==> src/rtl/fir_xifu_result_fifo_if.sv <==
// Result channel bundle between the FIR XIFU writeback stage, the result buffer and the core.
// The writeback/core side uses master; the buffer uses slave.
interface fir_xifu_result_fifo_if #(
    parameter int DEPTH  = 4,
    parameter int ID_W   = 4,
    parameter int DATA_W = 32
);
    localparam int CNT_W = $clog2(DEPTH) + 1;

    logic              in_valid_i;
    logic              in_ready_o;
    logic [ID_W-1:0]   in_id_i;
    logic [DATA_W-1:0] in_data_i;
    logic [4:0]        in_rd_i;
    logic              in_we_i;
    logic              in_err_i;

    logic              out_valid_o;
    logic              out_ready_i;
    logic [ID_W-1:0]   out_id_o;
    logic [DATA_W-1:0] out_data_o;
    logic [4:0]        out_rd_o;
    logic              out_we_o;
    logic              out_err_o;

    logic [CNT_W-1:0]  count_o;
    logic              full_o;
    logic              empty_o;

    modport master (
        output in_valid_i, in_id_i, in_data_i, in_rd_i, in_we_i, in_err_i, out_ready_i,
        input  in_ready_o, out_valid_o, out_id_o, out_data_o, out_rd_o, out_we_o, out_err_o,
        input  count_o, full_o, empty_o
    );

    modport slave (
        input  in_valid_i, in_id_i, in_data_i, in_rd_i, in_we_i, in_err_i, out_ready_i,
        output in_ready_o, out_valid_o, out_id_o, out_data_o, out_rd_o, out_we_o, out_err_o,
        output count_o, full_o, empty_o
    );
endinterface

==> src/rtl/fir_xifu_result_fifo.sv <==
// In-order result buffer between FIR XIFU writeback and the core XIF result channel.
// Outputs are driven purely from state, so core backpressure never reaches writeback combinationally.
module fir_xifu_result_fifo #(
    parameter int DEPTH  = 4,
    parameter int ID_W   = 4,
    parameter int DATA_W = 32
) (
    input  logic clk_i,
    input  logic rst_ni,
    input  logic clear_i,
    fir_xifu_result_fifo_if.slave rif
);
    localparam int PTR_W = $clog2(DEPTH);
    localparam int CNT_W = PTR_W + 1;

    typedef struct packed {
        logic [ID_W-1:0]   id;
        logic [DATA_W-1:0] data;
        logic [4:0]        rd;
        logic              we;
        logic              err;
    } entry_t;

    entry_t           mem [DEPTH];
    entry_t           head;
    logic [PTR_W-1:0] wr_ptr;
    logic [PTR_W-1:0] rd_ptr;
    logic [CNT_W-1:0] count;
    logic             full;
    logic             empty;
    logic             push;
    logic             pop;

    assign full  = (count == CNT_W'(DEPTH));
    assign empty = (count == '0);
    assign push  = rif.in_valid_i & ~full;
    assign pop   = ~empty & rif.out_ready_i;

    // Control state: pointers and occupancy; clear outranks any handshake in the same cycle.
    always_ff @(posedge clk_i or negedge rst_ni) begin
        if (!rst_ni) begin
            wr_ptr <= '0;
            rd_ptr <= '0;
            count  <= '0;
        end else if (clear_i) begin
            wr_ptr <= '0;
            rd_ptr <= '0;
            count  <= '0;
        end else begin
            if (push) wr_ptr <= wr_ptr + PTR_W'(1);
            if (pop)  rd_ptr <= rd_ptr + PTR_W'(1);
            case ({push, pop})
                2'b10:   count <= count + CNT_W'(1);
                2'b01:   count <= count - CNT_W'(1);
                default: count <= count;
            endcase
        end
    end

    // Storage is left unreset; the empty mask below keeps stale entries off the outputs.
    always_ff @(posedge clk_i) begin
        if (push && !clear_i) begin
            mem[wr_ptr] <= '{id:   rif.in_id_i,
                             data: rif.in_data_i,
                             rd:   rif.in_rd_i,
                             we:   rif.in_we_i,
                             err:  rif.in_err_i};
        end
    end

    always_comb begin
        head = '0;
        if (!empty) head = mem[rd_ptr];
    end

    assign rif.in_ready_o  = ~full;
    assign rif.out_valid_o = ~empty;
    assign rif.out_id_o    = head.id;
    assign rif.out_data_o  = head.data;
    assign rif.out_rd_o    = head.rd;
    assign rif.out_we_o    = head.we;
    assign rif.out_err_o   = head.err;
    assign rif.count_o     = count;
    assign rif.full_o      = full;
    assign rif.empty_o     = empty;
endmodule

==> src/flat_wrapper.sv <==
// flat-port wrapper written by rule: the top's interface ports become plain ports
module fir_xifu_result_fifo_flat 
#(
    parameter int DEPTH  = 4,
    parameter int ID_W   = 4,
    parameter int DATA_W = 32
)
  (clk_i, rst_ni, clear_i, rif_in_valid_i, rif_in_id_i, rif_in_data_i, rif_in_rd_i, rif_in_we_i, rif_in_err_i, rif_out_ready_i, rif_in_ready_o, rif_out_valid_o, rif_out_id_o, rif_out_data_o, rif_out_rd_o, rif_out_we_o, rif_out_err_o, rif_count_o, rif_full_o, rif_empty_o);
  fir_xifu_result_fifo_if #(.DEPTH(DEPTH), .ID_W(ID_W), .DATA_W(DATA_W)) rif_i ();
  input  logic clk_i;
  input  logic rst_ni;
  input  logic clear_i;
  input wire logic [$bits(rif_i.in_valid_i)-1:0] rif_in_valid_i;
  input wire logic [$bits(rif_i.in_id_i)-1:0] rif_in_id_i;
  input wire logic [$bits(rif_i.in_data_i)-1:0] rif_in_data_i;
  input wire logic [$bits(rif_i.in_rd_i)-1:0] rif_in_rd_i;
  input wire logic [$bits(rif_i.in_we_i)-1:0] rif_in_we_i;
  input wire logic [$bits(rif_i.in_err_i)-1:0] rif_in_err_i;
  input wire logic [$bits(rif_i.out_ready_i)-1:0] rif_out_ready_i;
  output wire logic [$bits(rif_i.in_ready_o)-1:0] rif_in_ready_o;
  output wire logic [$bits(rif_i.out_valid_o)-1:0] rif_out_valid_o;
  output wire logic [$bits(rif_i.out_id_o)-1:0] rif_out_id_o;
  output wire logic [$bits(rif_i.out_data_o)-1:0] rif_out_data_o;
  output wire logic [$bits(rif_i.out_rd_o)-1:0] rif_out_rd_o;
  output wire logic [$bits(rif_i.out_we_o)-1:0] rif_out_we_o;
  output wire logic [$bits(rif_i.out_err_o)-1:0] rif_out_err_o;
  output wire logic [$bits(rif_i.count_o)-1:0] rif_count_o;
  output wire logic [$bits(rif_i.full_o)-1:0] rif_full_o;
  output wire logic [$bits(rif_i.empty_o)-1:0] rif_empty_o;
  assign rif_i.in_valid_i = rif_in_valid_i;
  assign rif_i.in_id_i = rif_in_id_i;
  assign rif_i.in_data_i = rif_in_data_i;
  assign rif_i.in_rd_i = rif_in_rd_i;
  assign rif_i.in_we_i = rif_in_we_i;
  assign rif_i.in_err_i = rif_in_err_i;
  assign rif_i.out_ready_i = rif_out_ready_i;
  assign rif_in_ready_o = rif_i.in_ready_o;
  assign rif_out_valid_o = rif_i.out_valid_o;
  assign rif_out_id_o = rif_i.out_id_o;
  assign rif_out_data_o = rif_i.out_data_o;
  assign rif_out_rd_o = rif_i.out_rd_o;
  assign rif_out_we_o = rif_i.out_we_o;
  assign rif_out_err_o = rif_i.out_err_o;
  assign rif_count_o = rif_i.count_o;
  assign rif_full_o = rif_i.full_o;
  assign rif_empty_o = rif_i.empty_o;
  fir_xifu_result_fifo #(.DEPTH(DEPTH), .ID_W(ID_W), .DATA_W(DATA_W)) u_core (.clk_i(clk_i), .rst_ni(rst_ni), .clear_i(clear_i), .rif(rif_i));
endmodule
==> config.mk <==
export PLATFORM = sky130hd
export DESIGN_NAME = fir_xifu_result_fifo_flat
export DESIGN_NICKNAME = d
export VERILOG_FILES = /design/src/rtl/fir_xifu_result_fifo_if.sv /design/src/rtl/fir_xifu_result_fifo.sv /design/src/flat_wrapper.sv
export SDC_FILE = /design/constraint.sdc
export NUM_CORES = 1
export LEC_CHECK = 0
export BUFFER_PORTS_ARGS = -buffer_cell sky130_fd_sc_hd__buf_2
export CAP_MARGIN = 20
export CORE_ASPECT_RATIO = 0.75
export CORE_MARGIN = 2
export CORE_UTILIZATION = 51
export DETAILED_ROUTE_END_ITERATION = 12
export MAX_ROUTING_LAYER = met4
export PLACE_DENSITY = 0.79
export SLEW_MARGIN = 10
export SYNTH_ARGS = -nofsm -noshare
export SYNTH_HDL_FRONTEND = slang
export SYNTH_SLANG_ARGS = --single-unit
export TNS_END_PERCENT = 20
==> constraint.sdc <==
create_clock -name clk_i -period 2.2 [get_ports clk_i]
set_input_delay 0.22 -clock clk_i [delete_from_list [all_inputs] [get_ports clk_i]]
set_output_delay 0.22 -clock clk_i [all_outputs]
set_load 0.02 [all_outputs]
==> impl_metrics.yaml <==
setup_path:
  cp-endpoint: "rif_out_id_o[0]"
  cpPeakStageDelay_ns: 0.51
  crit_path_end_kind: "output pin"
  critPathMaxFanout: 16
  rr_endpoint: "u_core.rif.count_o[1]"
  rrSetupSlack_ns: 0.18
  cp_num_buf_inv: 2
  setup.worst_path.start: "u_core.rd_ptr[0]"
  path_depth: 4
  r2r-start: "u_core.rif.count_o[2]"
  cpMaxStageDelayCell: "mux4_2"
  startpoint_type: "flip-flop"
  critPathKind: "reg2out"
  worstPathRequired_ns: 1.98
  worstPathArrival_ns: 1.97
  crit_chain: "buf_12 -> mux4_2 -> and2_1 -> buf_2"
  crit_family: "multiplexers"
  r2r_cells: 6
clock_tree:
  cts_buffer_depth: 2
  clkLatencyLatePin_ns: 0.42
  cts_max_level: 4
  clk_pin_slew_ns: 0.06
  tritoncts: "built"
  clock-root-buffer: "clkbuf_16"
  cts.sinks: 179
  cts_buffers: 17
hold_path:
  hold_class: "in2reg"
  worstHoldStart: "rif_in_data_i[18]"
final_layout:
  fin_area_um2: 8900
  drive_above_1_share: 0.410
  fillCellCount: 942
  finalNetCount: 537
  syn_to_final_growth_pct: 24.4
sta:
  finalSetupViolations: 0
  fin_skew_ns: 0.00868
  fin_crit_ns: 2.19
  finalHoldViolations: 0
  relSlewSlack: 0.679
  max_slew.worst_pin.slew_ns: 0.482
  fmax_mhz: 456
  slew_violations: 0
  period_share: 0.997
  rsz0062_at_grt: "yes"
yosys:
  synthCells: 342
  syn-num-nets: 395
  synth_top_area_cell: "edfxtp_1"
  synth-main-ff-cell: "edfxtp_1"
  synthTopCellsByArea: "edfxtp_1, mux4_2, and2_1, dfrtp_1, mux4_1"
  ys_async_sr_fraction: 0.0391
  yosysUniqueCellTypes: 37
  synth_top_area_frac: 0.722
  synth_enable_flop_cells: 172
  yosysSeqAreaShare: 0.747
  synth_warnings: 0
  synth_area_um2: 7150
  synth_area_per_cell_um2: 20.9
  synth.most_common_cell: "edfxtp_1"
  ys_top_cells_by_count: "edfxtp_1, and2_1, mux4_2"
  ys_ff_latch: 179
floorplanning:
  start_util: 0.522
  core_um2: 13700
  die_area_um2: 15000
  pin_count: 98
  die_x_um: 141
  die_height_um: 107
  fp-row-count: 37
detailed_routing:
  drt-pass1-iter-count: 4
  ant_nets: 0
  drcViolationCount: 0
  drt-initial-drc-count: 212
  vias: 3675
  vias_per_cell: 5.46
  wire_per_inst_um: 20.0
  wl_um: 13500
placed_design:
  io_buffers: 97
  dp_hpwl_um: 7770
  place_congestion: 0.805
  place_area_um2: 7880
global_route:
  grt_max_degree: 47
  antenna_found_initial: 1
  grt_pass1_wl_um: 21000
  grt_overflow: 0
  track_usage: 0.199
  grt_pass1_vias: 3992
run_status:
  outcome: "complete, no violations"
power_and_ir_drop:
  peakVddDrop_v: 0.000609
  powerDensity_nw_per_um2: 967
  power.leakage_nw: 3.16
  power_mw: 8.61
run:
  cap_violations: 0
## area by class of cell
| cell class | count | area (um^2) | area share |
|---|---|---|---|
| tap | 175 | 219 | 0.0246 |
| timing repair buffer | 144 | 1020 | 0.115 |
| inverter | 5 | 18.8 | 0.00211 |
| multi-input combinational | 137 | 1620 | 0.182 |
| clock inverter | 12 | 226 | 0.0254 |
| antenna | 1 | 2.50 | 0.000281 |
| sequential | 179 | 5350 | 0.601 |
| clock buffer | 20 | 447 | 0.0502 |
## routing by layer
metal,wire (um),global-route usage
met1,6000,0.253
met2,6570,0.316
met3,715,0.0595
met4,180,0.0571
met5,0,-
## registers in the layout, indices dropped and copies added, names as in the netlist
signal              flops
u_core.mem            172
u_core.rd_ptr           2
u_core.rif.count_o      3
u_core.wr_ptr           2
## through the flow
stage / hold slack (ns) / utilization / instances / TNS (ns) / setup slack, ns
after global routing: 0.000811 / 0.650 / 673 / -1.09 / -0.0704
after floorplan: -0.0756 / - / 342 / -52.13 / -0.402
after detailed placement: 0.0605 / 0.575 / 609 / 0 / 0.00445
final: 0.0187 / 0.650 / 673 / 0 / 0.00747
after CTS: 0.000360 / 0.646 / 672 / -0.104 / -0.0264
after global placement: 0.0615 / 0.575 / 609 / 0 / 0.295
## cells in the final DEF, fill, tap and decap left out, drive strengths merged, types with 2 or more instances in the layout
cell type	synthesis	final
o22ai	2	2
ha	4	4
clkinv	0	2
clkinvlp	0	2
nor2	6	6
nand3	3	3
dlygate4sd3	0	29
or3	2	2
inv	5	7
edfxtp	172	172
xor2	3	3
a21oi	3	3
o21ai	2	2
clkbuf	3	20
mux4	43	43
nand2	8	8
buf	18	115
bufinv	0	6
dfrtp	7	7
and2	48	48
## timing repair
action | CTS | global route
endpoints found under the hold margin | 116 | 0
gates resized for setup | 7 | 17
hold buffers | 29 | 0
buffers inserted | 2 | 0
endpoints found under the setup margin | 38 | 35
## power breakdown
part           switching, mW  internal [mW]  total, mW
clock network           1.23           2.17       3.39
logic                  0.706          0.598       1.30
registers             0.0415           3.87       3.91
## kinds of logic (layout without fill, tap and decap cells)
kind of cell / count (synthesis) / after routing / synth area share
adders and majority gates: 5 / 5 / 0.00980
muxes: 43 / 43 / 0.138
AOI/OAI and AO/OA: 14 / 14 / 0.0131
DFF: 179 / 179 / 0.747
other: 0 / 1 / 0
and+or+nand+nor: 71 / 71 / 0.0593
xor gates and xnor gates: 4 / 4 / 0.00490
buffers and inverters: 26 / 181 / 0.0283
## worst min path at each step
stage / end / cells after the start
2_1_floorplan: u_core.rd_ptr[0] / 0
3_3_place_gp: u_core.rif.count_o[2] / 1
3_5_place_dp: u_core.rif.count_o[1] / 1
4_1_cts: u_core.mem[0][25] / 1
5_1_grt: u_core.mem[2][8] / 1
6_report: u_core.mem[0][25] / 1
No activity file was read; power rests on OpenSTA's default activity.
